$ cat src/rtl/life_scan_ctrl.sv
// Scan-chain controller for a 16-cell life array: serially loads or reads back the array
// while holding off evolution. Optional post-load readback check enabled by LIFE_SCAN_VERIFY_EN.
module life_scan_ctrl (
  input  logic        clk,
  input  logic        reset,
  input  logic        start,
  input  logic        mode,
  input  logic [15:0] wr_data,
  input  logic        run_req,
  input  logic        scan_read_val,
  output logic        scan,
  output logic        scan_write_val,
  output logic        scan_write_enb,
  output logic        run,
  output logic        busy,
  output logic        done,
  output logic [15:0] rd_data
`ifdef LIFE_SCAN_VERIFY_EN
  ,
  output logic        verify_err
`endif
);

  typedef enum logic [1:0] {
    S_IDLE   = 2'd0,
    S_SHIFT  = 2'd1,
    S_DONE   = 2'd2,
    S_VERIFY = 2'd3
  } state_e;

  state_e      state_q, state_d;
  logic [3:0]  cnt_q, cnt_d;
  logic        mode_q, mode_d;
  logic [15:0] wr_q, wr_d;
  logic [15:0] cap_q, cap_d;
  logic [15:0] rd_q, rd_d;
  logic [3:0]  idx;
  logic        last;
  logic        accept;

  // Cells travel MSB first, so cycle k addresses bit 15-k.
  assign idx    = 4'd15 - cnt_q;
  assign last   = (cnt_q == 4'd15);
  assign accept = (state_q == S_IDLE) && start;

  always_ff @(posedge clk) begin
    if (reset) state_q <= S_IDLE;
    else       state_q <= state_d;
  end

  always_comb begin
    state_d = state_q;
    case (state_q)
      S_IDLE:  if (start) state_d = S_SHIFT;
      S_SHIFT: if (last) begin
`ifdef LIFE_SCAN_VERIFY_EN
        state_d = mode_q ? S_VERIFY : S_DONE;
`else
        state_d = S_DONE;
`endif
      end
      S_VERIFY: if (last) state_d = S_DONE;
      S_DONE:   state_d = S_IDLE;
      default:  state_d = S_IDLE;
    endcase
  end

  always_comb begin
    scan           = 1'b0;
    scan_write_val = 1'b0;
    scan_write_enb = 1'b0;
    busy           = 1'b0;
    done           = 1'b0;
    if (!reset) begin
      busy = (state_q != S_IDLE);
      done = (state_q == S_DONE);
      scan = (state_q == S_SHIFT) || (state_q == S_VERIFY);
      if (state_q == S_SHIFT) begin
        scan_write_val = wr_q[idx];
        scan_write_enb = mode_q;
      end
    end
  end

  // The array must never evolve while its cells are in flight on the chain.
  assign run     = run_req && !busy && !reset;
  assign rd_data = rd_q;

  always_comb begin
    cnt_d  = cnt_q;
    mode_d = mode_q;
    wr_d   = wr_q;
    cap_d  = cap_q;
    rd_d   = rd_q;
    if (accept) begin
      cnt_d  = 4'd0;
      mode_d = mode;
      wr_d   = wr_data;
    end
    if (state_q == S_SHIFT || state_q == S_VERIFY) cnt_d = cnt_q + 4'd1;
    if (state_q == S_SHIFT) cap_d[idx] = scan_read_val;
    if (state_q == S_DONE)  rd_d = cap_q;
  end

  always_ff @(posedge clk) begin
    if (reset) begin
      cnt_q  <= 4'd0;
      mode_q <= 1'b0;
      wr_q   <= 16'h0000;
      cap_q  <= 16'h0000;
      rd_q   <= 16'h0000;
    end else begin
      cnt_q  <= cnt_d;
      mode_q <= mode_d;
      wr_q   <= wr_d;
      cap_q  <= cap_d;
      rd_q   <= rd_d;
    end
  end

`ifdef LIFE_SCAN_VERIFY_EN
  logic acc_q, acc_d;
  logic verr_q, verr_d;

  always_comb begin
    acc_d  = acc_q;
    verr_d = verr_q;
    if (accept) begin
      acc_d  = 1'b0;
      verr_d = 1'b0;
    end
    if (state_q == S_VERIFY && (scan_read_val != wr_q[idx])) acc_d = 1'b1;
    if (state_q == S_DONE) verr_d = acc_q;
  end

  always_ff @(posedge clk) begin
    if (reset) begin
      acc_q  <= 1'b0;
      verr_q <= 1'b0;
    end else begin
      acc_q  <= acc_d;
      verr_q <= verr_d;
    end
  end

  assign verify_err = verr_q;
`endif

endmodule

$ cat config.mk
export PLATFORM = sky130hd
export DESIGN_NAME = life_scan_ctrl
export DESIGN_NICKNAME = d
export VERILOG_FILES = /design/src/rtl/life_scan_ctrl.sv
export SDC_FILE = /design/constraint.sdc
export NUM_CORES = 1
export LEC_CHECK = 0
export ABC_AREA = 1
export BUFFER_PORTS_ARGS = -buffer_cell sky130_fd_sc_hd__clkbuf_2
export CAP_MARGIN = 25
export CORE_UTILIZATION = 50
export CTS_BUF_LIST = sky130_fd_sc_hd__clkbuf_16
export DETAILED_ROUTE_END_ITERATION = 16
export PLACE_DENSITY = 0.85
export SYNTH_ARGS = -nofsm -noshare
export SYNTH_HDL_FRONTEND = slang
export SYNTH_SLANG_ARGS = --single-unit
$ cat constraint.sdc
create_clock -name clk -period 2.25 [get_ports clk]
set_input_delay 0.225 -clock clk [delete_from_list [all_inputs] [get_ports clk]]
set_output_delay 0.225 -clock clk [all_outputs]
set_load 0.1 [all_outputs]
---- After elaboration in Yosys (flattened, before gate mapping) ----
Cells that the tools add are included.
Widths: inputs -> output; s select.
storage, ports and cells
  register bits ........................... 55
  input bits .............................. 22
  logic and storage cells ................. 45
operators by class
  add/subtract/negate cells ............... 2
  order comparisons ....................... 2
  equality and inequality tests ........... 6
  mux-type cells .......................... 17
  reductions and logical operators ........ 12
operators by type and width
  kind                 count
  $bwmux 16            1
  $mux 1               9
  $mux 4               2
  $pmux 2 s3           1
  $lt 4x5->1 const B   1
  $add 4x1->4 const B  1
  $bmux 1 s4           1
  $demux 1 s4          1
  $eq 2x2->1 const B   2
  $eq 4x4->1 const B   1
  $ge 4x1->1 const B   1
  $logic_and 1x1->1    4
  $mux 2               2
  $reduce_bool 2->1    2
  $sub 4x4->4 const A  1
  $eq 2x1->1 const B   1
  $logic_not 1->1      2
  $logic_not 2->1      1
  $ne 2x1->1 const B   1
  $ne 2x2->1 const B   1
  $reduce_and 2->1     1
  $reduce_or 2->1      1
  $logic_or 1x1->1     1

---- Depth between registers and ports, before layout ----
  depth after elaboration ................. 6
  mapped depth ............................ 10
  mapped depth without buffers ............ 8

---- Least setup slack after synthesis ----
Ideal clock, no wire load.
  kind .................................... register to output
  start point ............................. register state_q[0]
  end point ............................... output scan_write_val
  data arrival time ....................... 3413 ps
  required time ........................... 2025 ps
  path slack .............................. -1388 ps
  cell stages (with the launch flop) ...... 5
  path buffers ............................ 0
  path through ............................ dfxtp_1 > inv_4 > nor2_1 > nand2_1 > nor2_1
on the way
  word-level cells in the longest chain between the ends .. 3
ends and longest elaborated chain
  what                    line  source
  from (decl)             31    state_e state_q, state_d;
  from (signal assigned)  48    else state_q <= state_d;
  $eq 2x1->1              78    if (state_q == S_SHIFT) begin
  $mux 1                  78
  $mux 1                  74    if (!reset) begin
  to (decl)               12    output logic scan_write_val,
Every way passes these cells.

---- Worst setup path in the final report ----
  start point ............................. register state_q[0]
  end point ............................... output scan_write_enb
on the way
  word-level cells in the longest chain between the ends .. 3
ends and longest elaborated chain
  what        line  source
  $eq 2x1->1  78
  $mux 1      78
  $mux 1      74
  to (decl)   13    output logic scan_write_enb,
Every way passes these cells.

==> run_results.csv <==
group,metric,value,unit
status,outcome,"finished, final reports clean",
min_path,hp-start,"wr_data[12]",
clocking,clockBufferDepth,2,
synth,ys_top_cells_by_area,"dfxtp_1 48%, o21ai_0 11%, a21oi_1 7.6%, nor2_1 7.1%, nand2_1 6.2%",
timing,hold_violations,0,
clocking,cts_hold_buf,0,
synth,yosys.cell_types.count,23,
timing,tightestPinTransition,0.542,ns
clocking,cts_resized,0,
power,power.density,774,nW/um2
min_path,hp-class,"input port to flop",
synth,yosysSeqAreaShare,47.5,%
synth,synth_ff_type,"dfxtp_1",
floorplan,start_util,52.5,%
global_route,grt_max_degree,36,
clocking,htreeDepth,2,
synth,synth_cells,311,
worst_setup_path,cp-start-kind,"flop",
synth,synth_fp_nets,337,
power,leakage,1.27,nW
synth,synth_top_area_share,47.5,%
cells_and_area,layout_common_cells,"55 x dfxtp_1, 50 x o21ai_0, 40 x nor2_1, 40 x clkbuf_2, 38 x nand2_1",
synth,yosysWarnings,0,
clocking,cts_setup_buffers,0,
timing,min_period_over_period,88.1,%
clocking,clkSlewWorstSetupHoldPaths,0.07,ns
clocking,insertion_delay,0.29,ns
floorplan,die_x,70.1,um
synth,netlist.top_cell.by_area,"dfxtp_1",
global_route,grt_pass1_wl,8480,um
worst_setup_path,cp_cell_sequence,"inv_4 > nor2_4 > nand2_1 > nor2_4 > clkbuf_2",
floorplan,chipHeight,70.1,um
worst_setup_path,worstPathRequired,2.03,ns
synth,synthArstFlopShare,0,%
floorplan,io_pins,44,
timing,slew_headroom,64.0,%
worst_setup_path,worst_path_most_repeated_cell,"nor2_4",
floorplan,dieArea,4910,um2
power,peakVddDrop,0.365,mV
cells_and_area,seq_area,1100,um2
flow_run,max-cap-violations,0,
global_route,grt_overflow,0,
cells_and_area,final_cells,404,
worst_setup_path,timing.rr.start,"cnt_q[1]$_SDFFE_PP0P_",
placed_design,placedCellCount,396,
route,vias,2090,
timing,max_clock_freq,0.505,GHz
cells_and_area,drive_gt1_share,18.2,%
cells_and_area,n_fill_cell,400,
timing,rsz0062_at_grt,"no",
clocking,cts_made_buffers,5,
placed_design,dp_hpwl,3270,um
clocking,tritoncts,"yes",
route,postRouteAntennaNets,0,
worst_setup_path,cp_slowest_stage_delay,0.54,ns
placed_design,dp_slack,0.593,ns
worst_setup_path,critPathKind,"flop to output pin",
worst_setup_path,critPathLaunch,"state_q[0]$_SDFFE_PP0P_",
min_path,worstHoldPathCells,3,
route,drtIter0Drc,155,
worst_setup_path,end_kind,"output pin",
route,routed_wl,4700,um
timing,fin_skew,0.00456,ns
timing,period_minus_slack,1.98,ns
worst_setup_path,critPathSlowestCell,"dfxtp_1",
placed_design,place.gp.congestion,0.875,
route,routed_via_density,5.17,
placed_design,port_buffers,43,
synth,synth_area,2320,um2
global_route,grt_pass1_vias,1978,
synth,synth_edf_count,0,
clocking,cts.sinks,55,
route,routedWlPerCell,11.6,um
worst_setup_path,cp.arrival,1.76,ns
global_route,antenna_found_initial,0,
cells_and_area,syn2layout_area_growth,19.4,%
cells_and_area,final_common_cell,"dfxtp_1",
timing,whs,0.198,ns
route,drtPass1Iterations,4,
synth,synth.ff_latch_count,55,
cells_and_area,multi_input_area,1020,um2
floorplan,placementRows,24,
global_route,grt.total_usage,21.2,%
route,drc,0,
timing,final_max_slew_viol_count,0,
timing,finalSetupTns,0,ns
timing,setup_viol,0,
clocking,cts_root_buffer,"clkbuf_16",
worst_setup_path,cp_max_fo,7,
synth,synth.avg_cell_area,7.45,um2
floorplan,core,4410,um2
cells_and_area,diodes,0,
worst_setup_path,ff2ff_path_depth,6,
cells_and_area,nets,377,
timing,fin_ws,0.269,ns
==> cell families after synthesis <==
group | share of synthesized area (%)
DFF | 47.5
AOI/OAI and AO/OA | 19.6
and+or+nand+nor | 21.3
adders and majority gates | 2.16
buffers and inverters | 9.40
==> metrics by stage <==
step | cell area (um2) | power [mW] | utilization [%]
final | 2770 | 2.14 | 62.7
after global routing | 2770 | 2.22 | 62.7
after CTS | 2770 | 2.15 | 62.7
after detailed placement | 2600 | 1.30 | 59.0
after global placement | 2600 | 1.30 | 59.0
after floorplan | 2340 | 1.25 | -
==> Yosys cell counts, drive strengths merged, types with 4 or more instances <==
library cell / instances
inv: 31
ha: 4
a21oi: 35
nand3: 26
dfxtp: 55
clkinv: 4
o21ai: 51
buf: 8
nand2: 39
nor2: 47
clkbuf: 6
==> final cells by class <==
type | count | area share [%]
Sequential cell | 55 | 39.8
Multi-Input combinational cell | 207 | 37.0
Timing Repair Buffer | 47 | 10.0
Inverter | 35 | 4.93
Clock buffer | 5 | 4.52
Tap cell | 52 | 2.35
Clock inverter | 3 | 1.40
==> final timing paths <==
| check | endpoint | slack [ns] |
|---|---|---|
| hold / removal | wr_q[12]$_SDFFE_PP0P_ | 0.20 |
| setup / recovery | scan_write_enb | 0.27 |
| setup reg to reg | cap_q[15]$_SDFFE_PP0P_ | 0.69 |
| hold reg to reg | wr_q[0]$_SDFFE_PP0P_ | 0.45 |
==> state kept, by name, summed over array words and instances (netlist names) <==
name,count
cnt_q,4
cap_q,16
mode_q,1
state_q,2
wr_q,16
rd_data,16
==> per-layer routing <==
metal | GRT usage [%] | up-vias | wire (um)
li1 | - | 1095 | -
met1 | 27.1 | 933 | 2170
met2 | 34.7 | 53 | 2240
met3 | 4.04 | 9 | 205
met4 | 9.56 | 0 | 72
met5 | 0 | - | 0
==> report_power, final <==
part | switching, mW | internal, mW
Sequential | 0.0174 | 1.01
Clock | 0.337 | 0.519
Combinational | 0.177 | 0.0796
==> critical path, delay by kind of cell, from the launching register on <==
family | cells | cell delay, ns
flops | 1 | 0.54
simple gates | 3 | 0.37
buf+inv | 2 | 0.55
Power figures use the tool's default switching activity.
